**src/rtl/wave_pkg.sv**
```systemverilog
// wave_pkg: shared definitions for the multi-channel wave bank.
//   - per-channel register offsets inside an 8-byte channel window
//   - CHANNEL_STRIDE (bytes per channel window)
//   - ID register high nibble and wavetype encodings
//   - id_byte(): builds the read value of the ID register
package wave_pkg;

  localparam int CHANNEL_STRIDE = 8;

  localparam logic [2:0] REG_INCR_LO    = 3'd0;
  localparam logic [2:0] REG_INCR_HI    = 3'd1;
  localparam logic [2:0] REG_WAVETYPE   = 3'd2;
  localparam logic [2:0] REG_PULSEWIDTH = 3'd3;
  localparam logic [2:0] REG_GATE       = 3'd4;

  localparam logic [3:0] ID_NIBBLE = 4'hA;

  typedef enum logic [1:0] {
    WAVE_SAW      = 2'd0,
    WAVE_PULSE    = 2'd1,
    WAVE_TRIANGLE = 2'd2,
    WAVE_NOISE    = 2'd3
  } wavetype_e;

  // ID register: fixed nibble over (channel count - 1)
  function automatic logic [7:0] id_byte(input int num_channels);
    logic [3:0] count_s;
    count_s = 4'(num_channels - 1);
    return {ID_NIBBLE, count_s};
  endfunction

endpackage

```
**src/rtl/wave_bank_controller_channel_regs.sv**
```systemverilog
// wave_channel_regs: register set of one voice plus its WaveGen.
//   Clock, Reset (async active-low)
//   wr_en    : write strobe already decoded for this channel
//   reg_sel  : register offset within the channel window
//   wdata    : bus write byte
//   rdata    : combinational read byte for reg_sel (registered by the top)
//   Waveform : this voice's sample
module wave_channel_regs
  import wave_pkg::*;
#(
  parameter int WAVE_DEPTH = 8,
  parameter int INCR_WIDTH = 16
) (
  input  logic                  Clock,
  input  logic                  Reset,
  input  logic                  wr_en,
  input  logic [2:0]            reg_sel,
  input  logic [7:0]            wdata,
  output logic [7:0]            rdata,
  output logic [WAVE_DEPTH-1:0] Waveform
);

  logic [7:0]            shadow_r;
  logic [INCR_WIDTH-1:0] incr_r;
  wavetype_e             wavetype_r;
  logic [WAVE_DEPTH-1:0] pulsewidth_r;
  logic                  gate_r;
  logic                  gate_open_r;
  logic                  gate_close_r;
  logic [15:0]           incr_full_s;
  logic [15:0]           incr_ext_s;

  // Low byte comes from the shadow so both bytes land in one edge
  assign incr_full_s = {wdata, shadow_r};
  assign incr_ext_s  = 16'(incr_r);

  // Register writes; gate pulses last only the cycle after the write
  always_ff @(posedge Clock or negedge Reset) begin
    if (!Reset) begin
      shadow_r     <= 8'h00;
      incr_r       <= '0;
      wavetype_r   <= WAVE_SAW;
      pulsewidth_r <= '0;
      gate_r       <= 1'b0;
      gate_open_r  <= 1'b0;
      gate_close_r <= 1'b0;
    end else begin
      gate_open_r  <= 1'b0;
      gate_close_r <= 1'b0;
      if (wr_en) begin
        case (reg_sel)
          REG_INCR_LO:    shadow_r     <= wdata;
          REG_INCR_HI:    incr_r       <= incr_full_s[INCR_WIDTH-1:0];
          REG_WAVETYPE:   wavetype_r   <= wavetype_e'(wdata[1:0]);
          REG_PULSEWIDTH: pulsewidth_r <= wdata[WAVE_DEPTH-1:0];
          REG_GATE: begin
            gate_r       <= wdata[0];
            gate_open_r  <= wdata[0];
            gate_close_r <= ~wdata[0];
          end
          default: ;
        endcase
      end
    end
  end

  // Read-data selection; reserved offsets read zero
  always_comb begin
    rdata = 8'h00;
    case (reg_sel)
      REG_INCR_LO:    rdata = incr_ext_s[7:0];
      REG_INCR_HI:    rdata = incr_ext_s[15:8];
      REG_WAVETYPE:   rdata = {6'b000000, wavetype_r};
      REG_PULSEWIDTH: rdata = 8'(pulsewidth_r);
      REG_GATE:       rdata = {7'b0000000, gate_r};
      default:        rdata = 8'h00;
    endcase
  end

  WaveGen #(
    .WAVE_DEPTH(WAVE_DEPTH),
    .INCR_WIDTH(INCR_WIDTH)
  ) u_wavegen (
    .Clock     (Clock),
    .Reset     (Reset),
    .incr      (incr_r),
    .wavetype  (wavetype_r),
    .pulsewidth(pulsewidth_r),
    .GateOpen  (gate_open_r),
    .GateClose (gate_close_r),
    .Waveform  (Waveform)
  );

endmodule

```
**src/rtl/wave_gen.sv**
```systemverilog
// WaveGen: single voice oscillator.
//   Clock, Reset (async active-low)
//   incr       : phase increment added every cycle while the gate is open
//   wavetype   : saw / pulse / triangle / noise
//   pulsewidth : pulse threshold against the top phase bits
//   GateOpen / GateClose : one-cycle pulses opening/closing the gate
//   Waveform   : registered sample; held at zero while the gate is closed
module WaveGen
  import wave_pkg::*;
#(
  parameter int WAVE_DEPTH = 8,
  parameter int INCR_WIDTH = 16
) (
  input  logic                  Clock,
  input  logic                  Reset,
  input  logic [INCR_WIDTH-1:0] incr,
  input  wavetype_e             wavetype,
  input  logic [WAVE_DEPTH-1:0] pulsewidth,
  input  logic                  GateOpen,
  input  logic                  GateClose,
  output logic [WAVE_DEPTH-1:0] Waveform
);

  logic                  gate_r;
  logic [INCR_WIDTH-1:0] phase_r;
  logic [15:0]           lfsr_r;
  logic [WAVE_DEPTH-1:0] wave_r;
  logic [WAVE_DEPTH-1:0] phase_top_s;
  logic [WAVE_DEPTH-1:0] tri_s;
  logic [WAVE_DEPTH-1:0] sample_s;

  assign phase_top_s = phase_r[INCR_WIDTH-1 -: WAVE_DEPTH];
  // Triangle folds the phase below the MSB, doubling slope
  assign tri_s       = phase_r[INCR_WIDTH-2 -: WAVE_DEPTH];
  assign Waveform    = wave_r;

  // Sample shaping from the current phase
  always_comb begin
    sample_s = '0;
    case (wavetype)
      WAVE_SAW: sample_s = phase_top_s;
      WAVE_PULSE: begin
        if (phase_top_s < pulsewidth) begin
          sample_s = '1;
        end else begin
          sample_s = '0;
        end
      end
      WAVE_TRIANGLE: begin
        if (phase_r[INCR_WIDTH-1]) begin
          sample_s = ~tri_s;
        end else begin
          sample_s = tri_s;
        end
      end
      WAVE_NOISE: sample_s = lfsr_r[WAVE_DEPTH-1:0];
      default:    sample_s = '0;
    endcase
  end

  // Gate state, phase accumulator, noise LFSR and output register
  always_ff @(posedge Clock or negedge Reset) begin
    if (!Reset) begin
      gate_r  <= 1'b0;
      phase_r <= '0;
      lfsr_r  <= 16'hACE1;
      wave_r  <= '0;
    end else begin
      if (GateOpen) begin
        gate_r <= 1'b1;
      end else if (GateClose) begin
        gate_r <= 1'b0;
      end else begin
        gate_r <= gate_r;
      end
      if (gate_r) begin
        phase_r <= phase_r + incr;
        lfsr_r  <= {lfsr_r[14:0], lfsr_r[15] ^ lfsr_r[13] ^ lfsr_r[12] ^ lfsr_r[10]};
        wave_r  <= sample_s;
      end else begin
        phase_r <= '0;
        lfsr_r  <= lfsr_r;
        wave_r  <= '0;
      end
    end
  end

endmodule

```
**src/rtl/wave_bank_controller.sv**
```systemverilog
// wave_bank_controller: NUM_CHANNELS WaveGen voices behind a byte bus.
//   Clock, Reset (async active-low)
//   BusAddress/BusDataIn/BusValid/BusReadWrite : one access per cycle
//   BusDataOut/BusReadValid : registered read response, one cycle later
//   Waveform : channel c at [c*WAVE_DEPTH +: WAVE_DEPTH]
module wave_bank_controller
  import wave_pkg::*;
#(
  parameter int          NUM_CHANNELS = 4,
  parameter int          WAVE_DEPTH   = 8,
  parameter int          INCR_WIDTH   = 16,
  parameter logic [15:0] ADDR         = 16'h0000
) (
  input  logic                               Clock,
  input  logic                               Reset,
  input  logic [15:0]                        BusAddress,
  input  logic [7:0]                         BusDataIn,
  output logic [7:0]                         BusDataOut,
  input  logic                               BusValid,
  input  logic                               BusReadWrite,
  output logic                               BusReadValid,
  output logic [NUM_CHANNELS*WAVE_DEPTH-1:0] Waveform
);

  localparam int WINDOW_BYTES = CHANNEL_STRIDE * NUM_CHANNELS;

  logic [15:0]             offset_s;
  logic                    in_window_s;
  logic                    is_id_s;
  logic [3:0]              chan_s;
  logic [2:0]              reg_s;
  logic                    wr_s;
  logic                    rd_s;
  logic [NUM_CHANNELS-1:0] chan_wr_s;
  logic [7:0]              chan_rdata_s [NUM_CHANNELS];
  logic [7:0]              rd_next_s;
  logic [7:0]              rd_data_r;
  logic                    rd_valid_r;

  // Addresses below ADDR wrap to large offsets and fall outside every window
  assign offset_s    = BusAddress - ADDR;
  assign in_window_s = (offset_s < 16'(WINDOW_BYTES));
  assign is_id_s     = (offset_s == 16'(WINDOW_BYTES));
  assign chan_s      = offset_s[6:3];
  assign reg_s       = offset_s[2:0];
  assign wr_s        = BusValid & BusReadWrite;
  assign rd_s        = BusValid & ~BusReadWrite;

  assign BusDataOut   = rd_data_r;
  assign BusReadValid = rd_valid_r;

  for (genvar c = 0; c < NUM_CHANNELS; c++) begin : g_chan
    assign chan_wr_s[c] = wr_s & in_window_s & (chan_s == 4'(c));

    wave_channel_regs #(
      .WAVE_DEPTH(WAVE_DEPTH),
      .INCR_WIDTH(INCR_WIDTH)
    ) u_chan (
      .Clock   (Clock),
      .Reset   (Reset),
      .wr_en   (chan_wr_s[c]),
      .reg_sel (reg_s),
      .wdata   (BusDataIn),
      .rdata   (chan_rdata_s[c]),
      .Waveform(Waveform[c*WAVE_DEPTH +: WAVE_DEPTH])
    );
  end

  // Read mux: channel register, ID, or zero for unmapped addresses
  always_comb begin
    rd_next_s = 8'h00;
    if (in_window_s) begin
      for (int c = 0; c < NUM_CHANNELS; c++) begin
        if (chan_s == 4'(c)) begin
          rd_next_s = chan_rdata_s[c];
        end else begin
          rd_next_s = rd_next_s;
        end
      end
    end else if (is_id_s) begin
      rd_next_s = id_byte(NUM_CHANNELS);
    end else begin
      rd_next_s = 8'h00;
    end
  end

  // Read response register; data forced to zero outside the valid cycle
  always_ff @(posedge Clock or negedge Reset) begin
    if (!Reset) begin
      rd_valid_r <= 1'b0;
      rd_data_r  <= 8'h00;
    end else begin
      rd_valid_r <= rd_s;
      if (rd_s) begin
        rd_data_r <= rd_next_s;
      end else begin
        rd_data_r <= 8'h00;
      end
    end
  end

endmodule

```
**config.mk**
```make
export PLATFORM = sky130hd
export DESIGN_NAME = wave_bank_controller
export DESIGN_NICKNAME = d
export VERILOG_FILES = /design/src/rtl/wave_pkg.sv /design/src/rtl/wave_bank_controller_channel_regs.sv /design/src/rtl/wave_gen.sv /design/src/rtl/wave_bank_controller.sv
export SDC_FILE = /design/constraint.sdc
export NUM_CORES = 1
export LEC_CHECK = 0
export BUFFER_PORTS_ARGS = -buffer_cell sky130_fd_sc_hd__clkbuf_2
export CORE_ASPECT_RATIO = 0.75
export CORE_UTILIZATION = 60
export DETAILED_ROUTE_END_ITERATION = 8
export GPL_TIMING_DRIVEN = 0
export PLACE_DENSITY_LB_ADDON = 0.25
export SETUP_SLACK_MARGIN = 0.02
export SLEW_MARGIN = 5
export SYNTH_ARGS = -nofsm -noshare
export SYNTH_HDL_FRONTEND = slang
export SYNTH_SLANG_ARGS = --single-unit
export TNS_END_PERCENT = 1
```
**constraint.sdc**
```tcl
create_clock -name Clock -period 5.85 [get_ports Clock]
set_input_delay 0.585 -clock Clock [delete_from_list [all_inputs] [get_ports Clock]]
set_output_delay 0.585 -clock Clock [all_outputs]
set_load 0.005 [all_outputs]
```
## Word-level counts from Yosys, hierarchy flattened

Cells that the tools add are included.

| word-level totals | value |
|---|---|
| flip-flop bits (word level) | 321 |
| bits in latches | 0 |
| RAM bits | 0 |
| memory bits (read-only) | 0 |
| input port bits | 28 |
| word-level logic and storage cells | 179 |
| memories kept | 0 |

| cells by class | value |
|---|---|
| add/sub/neg operators | 4 |
| multipliers | 0 |
| divide/modulo/power cells | 0 |
| order comparisons | 5 |
| equality and inequality tests | 20 |
| shift-type cells | 0 |
| muxes and demuxes | 49 |
| bitwise gates (word level) | 25 |
| reductions and logical operators | 30 |

Operators with widths:

| operator | number |
|---|---|
| $pmux W8 S5 | 4 |
| $mux W8 | 19 |
| $pmux W8 S4 | 4 |
| $add A16 B16 Y16 | 4 |
| $mux W16 | 4 |
| $reduce_and A2 Y1 | 20 |
| $lt A8 B8 Y1 | 4 |
| $not A8 Y8 | 4 |
| $mux W1 | 18 |
| $eq A16 B6 Y1 const B | 1 |
| $eq A2 B2 Y1 const B | 8 |
| $lt A16 B6 Y1 const B | 1 |
| $xor A1 B1 Y1 | 12 |
| $eq A2 B1 Y1 const B | 4 |
| $eq A4 B2 Y1 const B | 2 |
| $logic_not A2 Y1 | 4 |
| $reduce_bool A2 Y1 | 4 |
| $and A1 B1 Y1 | 7 |
| $eq A3 B2 Y1 const B | 2 |
| $eq A4 B1 Y1 const B | 1 |
| $logic_not A4 Y1 | 1 |
| $eq A3 B1 Y1 const B | 1 |
| $eq A3 B3 Y1 const B | 1 |
| $logic_not A3 Y1 | 1 |
| $not A1 Y1 | 2 |

## Logic depth before layout (Yosys ltp)

Gate-level depths: netlist of run 1.

| logic depth | value |
|---|---|
| depth in word-level cells | 8 |
| gate-level depth with buffers | 9 |

## Hierarchy

Synthesis of run 1 repeated with hierarchy kept, for this count alone.

| unflattened totals | value |
|---|---|
| cell total of the unflattened synthesis | 1,595 |
| area total of the unflattened synthesis | 17,860.9 sq um |

Modules (own cells, without submodules):

| module | times used | cells an instance | area each (sq um) | seq. area each (sq um) |
|---|---|---|---|---|
| WaveGen at g_chan[1].u_chan.u_wavegen ... | 3 | 262 | 2,551.2 | 1,036.0 |
| wave_channel_regs | 4 | 122 | 1,730.4 | 925.9 |
| WaveGen at g_chan[0].u_chan.u_wavegen | 1 | 263 | 2,572.5 | 1,036.0 |
| wave_bank_controller | 1 | 58 | 713.2 | 225.2 |

## Worst setup path after synthesis of run 1

OpenSTA, ideal clock, no wires.

| timing path | value |
|---|---|
| kind | reg-to-reg |
| start | register g_chan[1].u_chan.incr_r[0] |
| end | register g_chan[1].u_chan.u_wavegen.phase_r[14] |
| setup time | 0.079 ns |
| data arrival time | 2.334 ns |
| setup slack | 3.437 ns |
| cell stages (with the launch flop) | 9 |
| buffers on the path | 0 |
| cells stage by stage | dfrtp_1 > ha_1 > fa_1 > a211oi_1 > o21ai_0 > nor4bb_1 > a211o_1 > a31oi_1 > mux2i_1 |

| between the ends | value |
|---|---|
| cells in the longest elaborated chain, start to end | 2 |

RTL lines:

| what | line | text |
|---|---|---|
| start: declaration | wave_bank_controller_channel_regs.sv:24 | `logic [INCR_WIDTH-1:0] incr_r;` |
| start signal: assignment | wave_bank_controller_channel_regs.sv:53 | `REG_INCR_HI: incr_r <= incr_full_s[INCR_WIDTH-1:0];` |
| $add A16 B16 Y16 | wave_gen.sv:77 | `phase_r <= phase_r + incr;` |
| $mux W16 | wave_gen.sv:76 | `if (gate_r) begin` |
| end signal: assignment | wave_gen.sv:77 |  |
| end: declaration | wave_gen.sv:25 | `logic [INCR_WIDTH-1:0] phase_r;` |

Every way passes these cells.
A chain may end at the register's enable or synchronous reset.

## Worst setup path after layout of run 1

| timing path | value |
|---|---|
| start | register g_chan[2].u_chan.incr_r[1] |
| end | register g_chan[2].u_chan.u_wavegen.phase_r[15] |

| between the ends | value |
|---|---|
| cells in the longest elaborated chain, start to end | 2 |

RTL lines:

| what | line |
|---|---|
| start: declaration | wave_bank_controller_channel_regs.sv:24 |
| start signal: assignment | wave_bank_controller_channel_regs.sv:53 |
| $add A16 B16 Y16 | wave_gen.sv:77 |
| $mux W16 | wave_gen.sv:76 |
| end signal: assignment | wave_gen.sv:77 |
| end: declaration | wave_gen.sv:25 |

Every way passes these cells.

==> impl_results.md, run 1 <==
- Worst vdd ir: 162 uV
- Final hold vios: 0
- Clock latency on the worst-skew pair: 0.52 ns
- DIE HEIGHT: 150 um
- Clock buffer depth: 3
- Initial antenna violation count: 0
- Synth Area in Simple Gates: 11.6%
- Post-route clock skew: 0.0154 ns
- Nets: 1,810
- Post-synth ARST share: 100%
- Least-Margin Pin Slew: 0.915 ns
- Post-synth EDFFs: 0
- Total CTS buffers: 34
- Largest net degree at the start of global routing: 111
- F_max: 0.353 GHz
- Layout area overhead: 11.8%
- Core area: 28,300 um2
- Total power: 4.58 mW
- Compound-cell area share of the yosys netlist: 12.6%
- RSZ-0062 raised after global routing: no
- Final Util: 69.0%
- # Post-CTS Setup Buffers: 0
- WL per Instance: 20.9 um
- Chip Width: 199 um
- Final Wtd Congestion: 1.00
- Pwr dens: 234 nW/um2
- Post-Route WL: 43,900 um
- Fraction of layout cells with a size suffix above 1: 22.6%
- GR Util All Layers: 30.3%
- Sequential area share after synthesis: 46.2%
- Final setup TNS: 0 ns
- Total gr overflow: 0
- Post-Synthesis Cell Area: 17,500 um2
- Max-cap viol count: 0
- Synth Instances: 1,585
- Final worst-path cycle share: 48.4%
- DR vias: 13,100
- Mux cell area share after synthesis: 15.9%
- Worst hold margin: 0.00852 ns
- WS Path Type: reg2reg
- Hold Crit Class: in2async
- Highest-count cells in the layout ignoring fill and taps: dfrtp_1 (289), mux2_2 (185), a21oi_1 (100)
- Setup violations, final: 0
- H-tree levels: 2
- ANT nets after route: 0
- # port buffers: 66
- CP max FO: 4
- Post-CTS sizing: 0
- Final HPWL DP: 31,600 um
- Synth Area in Adders: 6.76%
- Endpoint class of the critical path: flip-flop
- Syn avg cell area: 11.0 um2
- CP Data Arrival Time: 3.27 ns
- Initial Util: 61.7%
- DR iter-0 viols: 1,067
- Syn Nets: 1,705
- Prevailing post-synth register cell: dfrtp_1
- Final Max Tran Viols: 0
- Ys Warns: 0
- Clock slew at reported path FFs: 0.06 ns
- Worst relative slew slack: 39.0%
- TritonCTS clock tree: built
- Number of synthesized register bits: 321
- Site Rows: 53
- CTS Root Cell: clkbuf_16
- Netlist cell types: 73
- Largest family of logic cells by synthesized area: multiplexers
- Detailed-route DRC error count: 0
- FILL cells: 2,162
- TritonRoute pass-1 iters: 6
- LEAKAGE: 9.04 nW
- Global-route wire length before repair: 69,600 um
- Vias/cell: 6.22
- Post-CTS Hold Buffers: 0
- Full die area: 29,800 um2
- Most common cell after layout, fill and taps aside: dfrtp_1
- Area share of xor/xnor cells in the synthesized design: 4.01%
- Startpoint kind of the worst setup timing path: flip-flop
- Vias in the first global route: 12,600
- Clock sink total: 321
- Num ports: 69
- WP data required: 6.29 ns
- Status: finished clean
- Min Tclk post-route: 2.83 ns
==> where the power goes <==
group          total [mW]  switching, mW  internal [mW]
sequential           2.22       0.000237           2.22
combinational       0.145          0.114         0.0311
clock                2.21          0.874           1.34
==> path summary, 6_finish.rpt <==
path | cells past startpoint | slack (ns) | start | end
min reg2reg | 1 | 0.45 | g_chan[2].u_chan.gate_open_r$_DFF_PN0_ | g_chan[2].u_chan.u_wavegen.gate_r$_DFFE_PN0P_
max reg2reg | 7 | 3.02 | g_chan[2].u_chan.incr_ext_s[1]$_DFFE_PN0P_ | g_chan[2].u_chan.u_wavegen.phase_r[15]$_DFF_PN0_
max in group asynchronous | 3 | 4.62 | Reset | g_chan[2].u_chan.shadow_r[0]$_DFFE_PN0P_
min | 1 | 0.009 | Reset | g_chan[3].u_chan.u_wavegen.Waveform[4]$_DFF_PN0_
min in group Clock | 2 | 0.25 | BusReadWrite | BusReadValid$_DFF_PN0_
max | 7 | 3.02 | g_chan[2].u_chan.incr_ext_s[1]$_DFFE_PN0P_ | g_chan[2].u_chan.u_wavegen.phase_r[15]$_DFF_PN0_
==> cells in the mapped netlist, types with 13 or more instances <==
cell | instances | share of area [%]
a211oi_1 | 23 | 0.99
a21o_1 | 23 | 0.99
a21oi_1 | 100 | 2.9
and2_1 | 29 | 1.0
buf_1 | 17 | 0.37
clkbuf_1 | 54 | 1.2
dfrtp_1 | 289 | 41
dfstp_2 | 32 | 4.8
ha_1 | 88 | 6.3
inv_1 | 45 | 0.97
mux2_2 | 185 | 12
mux2i_1 | 30 | 1.7
nand2_1 | 85 | 1.8
nand2b_1 | 17 | 0.61
nand3_1 | 17 | 0.49
nor2_1 | 83 | 1.8
nor3_1 | 52 | 1.5
nor3b_1 | 31 | 1.3
o21ai_0 | 79 | 2.3
o41ai_1 | 33 | 1.7
xnor2_1 | 67 | 3.4
xor2_1 | 13 | 0.65
==> critical path, stage by stage, from the launching register on <==
cell,delay (ns)
dfrtp_1,0.47
ha_1,0.33
a211oi_1,0.20
nor2_1,0.11
o41ai_1,0.76
o21ai_0,0.31
a211oi_1,0.36
mux2i_1,0.22
==> flip-flops by register name, summed over array words and instances, names as in the netlist <==
| signal | cells |
|---|---|
| BusReadValid | 1 |
| g_chan.u_chan.u_wavegen.Waveform | 32 |
| g_chan.u_chan.u_wavegen.phase_r | 64 |
| g_chan.u_chan.u_wavegen.gate_r | 4 |
| g_chan.u_chan.gate_open_r | 4 |
| g_chan.u_chan.shadow_r | 32 |
| g_chan.u_chan.u_wavegen.lfsr_r | 64 |
| g_chan.u_chan.incr_ext_s | 64 |
| g_chan.u_chan.gate_r | 4 |
| g_chan.u_chan.gate_close_r | 4 |
| g_chan.u_chan.pulsewidth_r | 32 |
| BusDataOut | 8 |
| g_chan.u_chan.wavetype_r | 8 |
==> layout make-up <==
cell class / instances / area [um2] / share of cell area [%]
diodes: 1 / 2.50 / 0.0128
plain buffers: 83 / 357 / 1.83
clock buffers: 56 / 1070 / 5.46
clock inverters: 6 / 83.8 / 0.429
inverters: 45 / 169 / 0.864
multi-input cells: 1136 / 8880 / 45.5
flip-flops and latches: 321 / 8070 / 41.3
well taps: 385 / 482 / 2.47
repair buffers: 69 / 422 / 2.16
==> kinds of logic after synthesis <==
kind of cell    count (synthesis)
xor+xnor                       80
buf+inv                       128
mux                           241
simple gates                  380
flops                         321
fa+ha+maj                      92
compound gates                343
==> stage by stage <==
step / std cells / setup WS [ns] / area, um2
after floorplan: 1585 / 3.44 / 17500
after global placement: 2036 / -2.44 / 18300
after detailed placement: 2039 / 2.85 / 18400
after CTS: 2101 / 3.03 / 19500
after global routing: 2101 / 2.78 / 19500
final: 2102 / 3.02 / 19500
==> routing by layer <==
| layer | wire (um) | track usage, % | vias up |
|---|---|---|---|
| met5 | 0 | 0 | - |
| li1 | - | - | 5981 |
| met4 | 886 | 8.27 | 0 |
| met1 | 20200 | 44.6 | 6527 |
| met2 | 19600 | 45.5 | 486 |
| met3 | 3280 | 6.00 | 74 |
(Power assumes the default switching activity.)
==> run 2, diff against run 1 <==
Settings changed: ABC_AREA set to 1.
Clock period 5.85 ns to 2.8 ns, I/O delays scaled along.
==> run 2 against run 1 <==
Compared with the run above: sequential share of layout area up 2.3 points; flip-flop and latch count is the same; via count increased by 8.7%; final cell count grew 15%; synthesized cell count up 22%; setup slack got worse by 2.6 ns; first-iteration DRC count up 8.3%; total power is 96% higher; core utilization fell by 0.66 points; global-route usage increased by 1.3 points; final area is 5.3% lower; clock power rose by 84%; highest routed layer unchanged.
==> impl_results.md, run 2 <==
- Clock buffer depth: 3
- CP Capture Point: g_chan[2].u_chan.u_wavegen.phase_r[12]$_DFF_PN0_
- Synth area leader: dfrtp_1
- Post-Layout Cell Count: 2,424
- Critical Path Start: g_chan[2].u_chan.incr_ext_s[0]$_DFFE_PN0P_
- Hold Crit Class: in2reg
- Initial antenna violation count: 1
- Final Util: 68.3%
- Nets: 2,167
- Post-Route WL: 44,100 um
- Top cells by area, synth: dfrtp_1 (44%), nand2_1 (11%), o21ai_0 (7.0%)
- Syn avg cell area: 8.56 um2
- Max-cap viol count: 0
- Highest-count cells in the layout ignoring fill and taps: nand2_1 (467), dfrtp_1 (289), o21ai_0 (233)
- Post-Synthesis Cell Area: 16,600 um2
- F_max: 0.415 GHz
- Fraction of layout cells with a size suffix above 1: 9.70%
- Final setup margin: 0.390 ns
- Final std cell area, no fill: 18,500 um2
- TritonRoute pass-1 iters: 8
- Final Wtd Congestion: 1.01
- Setup violations, final: 0
- Worst relative slew slack: 42.0%
- WS Path Type: reg2reg
- Full die area: 28,300 um2
- Final Max Tran Viols: 0
- Total CTS buffers: 31
- ANT nets after route: 0
- CTS Root Cell: clkbuf_16
- Pwr dens: 485 nW/um2
- Post-synth EDFFs: 0
- Final hold vios: 0
- Site Rows: 52
- Reg-to-reg critical path endpoint: g_chan[2].u_chan.u_wavegen.phase_r[12]$_DFF_PN0_
- Layout area overhead: 11.5%
- Clock slew at reported path FFs: 0.06 ns
- Final HPWL DP: 32,000 um
- Synth Instances: 1,937
- Prevailing post-synth register cell: dfrtp_1
- Syn Nets: 2,057
- Status: finished clean
- Chip Width: 194 um
- TritonCTS clock tree: built
- Clock latency on the worst-skew pair: 0.58 ns
- Top-count cell post-synth: nand2_1
- Most common cell after layout, fill and taps aside: nand2_1
- Cell depth of the worst flop-to-flop path: 11
- Final worst-path cycle share: 86.1%
- Post-CTS Hold Buffers: 8
- DR vias: 14,200
- Total gr overflow: 0
- Post-route clock skew: 0.0136 ns
- Area share of the largest cell type after synthesis: 43.6%
- Num ports: 69
- CP max FO: 3
- Min Tclk post-route: 2.41 ns
- Core area: 27,100 um2
- Post-Place Worst Slack: 0.454 ns
- Reg2reg start: g_chan[2].u_chan.incr_ext_s[0]$_DFFE_PN0P_
- Worst vdd ir: 484 uV
- Placed Cells: 2,357
- Post-synth ARST share: 100%
- Global-route wire length before repair: 71,000 um
- WP data required: 3.30 ns
- Initial Util: 61.3%
- Grt met1 use: 47.6%
- Number of synthesized register bits: 321
- Detailed-route DRC error count: 0
- DIE HEIGHT: 146 um
- # port buffers: 66
- M3 GR Usage: 5.12%
- Netlist cell types: 42
- Vias in the first global route: 13,500
- Ys Warns: 0
- GR Util All Layers: 31.6%
- H-tree levels: 1
- Clock sink total: 321
- Post-CTS sizing: 0
- Startpoint kind of the worst setup timing path: flip-flop
- Least-Margin Pin Slew: 0.871 ns
- Largest net degree at the start of global routing: 98
- WL per Instance: 18.2 um
- Commonest cells in the netlist: nand2_1 (467), dfrtp_1 (289), o21ai_0 (233)
- RSZ-0062 raised after global routing: no
- LEAKAGE: 9.28 nW
- WHS Path Cells: 2
- Vias/cell: 5.86
- Area after DPL: 17,400 um2
- CP Data Arrival Time: 2.91 ns
- GR peak layer: met1
- Sequential area share after synthesis: 48.7%
- # Post-CTS Setup Buffers: 0
- Flop2flop setup slack: 0.39 ns
- DR iter-0 viols: 1,156
- Met2 Use GR: 47.4%
- Endpoint class of the critical path: flip-flop
run 2: changes by cell type in the layout (fill, tap and decap cells not counted), sizes merged, moves of 25 or more:
cell    change
a21oi      +38
a221oi     +25
and2       -31
inv       +143
mux2      -205
mux2i      -30
nand2     +384
nand3      +60
nor2       +25
nor3       -43
nor3b      -31
o21ai     +190
o41ai      -33
xnor2      -43
run 2: cell type report:
type,count,area [um2]
buffer,69,353
antenna,1,2.50
tap,351,439
multi-input combinational,1357,7440
clock buffer,45,868
inverter,190,713
clock inverter,13,101
timing repair buffer,77,502
fill,2151,8570
sequential,321,8070
run 2: where the power goes:
group          total (mW)  switching [mW]  internal (mW)  leakage [nW]
registers            4.64        0.000283           4.64          4.32
clock network        4.06            1.82           2.24         0.473
logic               0.270           0.215         0.0552          4.48
run 2: worst min-delay path by stage:
| stage | start | end | slack (ns) |
|---|---|---|---|
| finish | BusReadWrite | BusReadValid$_DFF_PN0_ | 0.03 |
| global route | BusReadWrite | BusReadValid$_DFF_PN0_ | 0.02 |
| CTS | BusReadWrite | BusReadValid$_DFF_PN0_ | 0.03 |
| detailed placement | Reset | g_chan[2].u_chan.u_wavegen.phase_r[7]$_DFF_PN0_ | 0.26 |
| global placement | g_chan[2].u_chan.gate_close_r$_DFF_PN0_ | g_chan[2].u_chan.u_wavegen.gate_r$_DFFE_PN0P_ | 0.42 |
| floorplan | Reset | BusDataOut[0]$_DFF_PN0_ | -0.02 |
run 2: cells by family after synthesis:
| group | share of synthesized area [%] |
|---|---|
| AND/OR/NAND/NOR | 17.2 |
| buffers and inverters | 6.43 |
| AO/OA/AOI/OAI | 17.7 |
| XOR/XNOR | 2.90 |
| adder cells (fa/ha/maj) | 7.12 |
| flip-flops | 48.7 |
run 2: worst max-delay path, stage by stage (launching register included):
cell and delay [ns]:
dfrtp_1 0.43, ha_1 0.24, fa_1 0.47, nand3_1 0.09, nand3_1 0.10, a21oi_1 0.30
inv_1 0.13, a21oi_1 0.19, o21ai_0 0.16, nand2_1 0.09, nand2_1 0.05, nor2_1 0.09
run 2: stage by stage:
step | total power, mW | hold WS (ns) | TNS, ns
final | 8.97 | 0.0322 | 0
after global placement | 4.97 | 0.420 | -1602.50
after global routing | 9.22 | 0.0241 | 0
after floorplan | 4.80 | -0.0156 | 0
after CTS | 9.02 | 0.0254 | 0
after detailed placement | 4.99 | 0.265 | 0
run 2: metal layers:
metal | vias up | share of wire (%)
li1 | 6729 | -
met4 | 0 | 2.8
met5 | - | 0
met3 | 103 | 8.2
met2 | 600 | 43
met1 | 6777 | 46
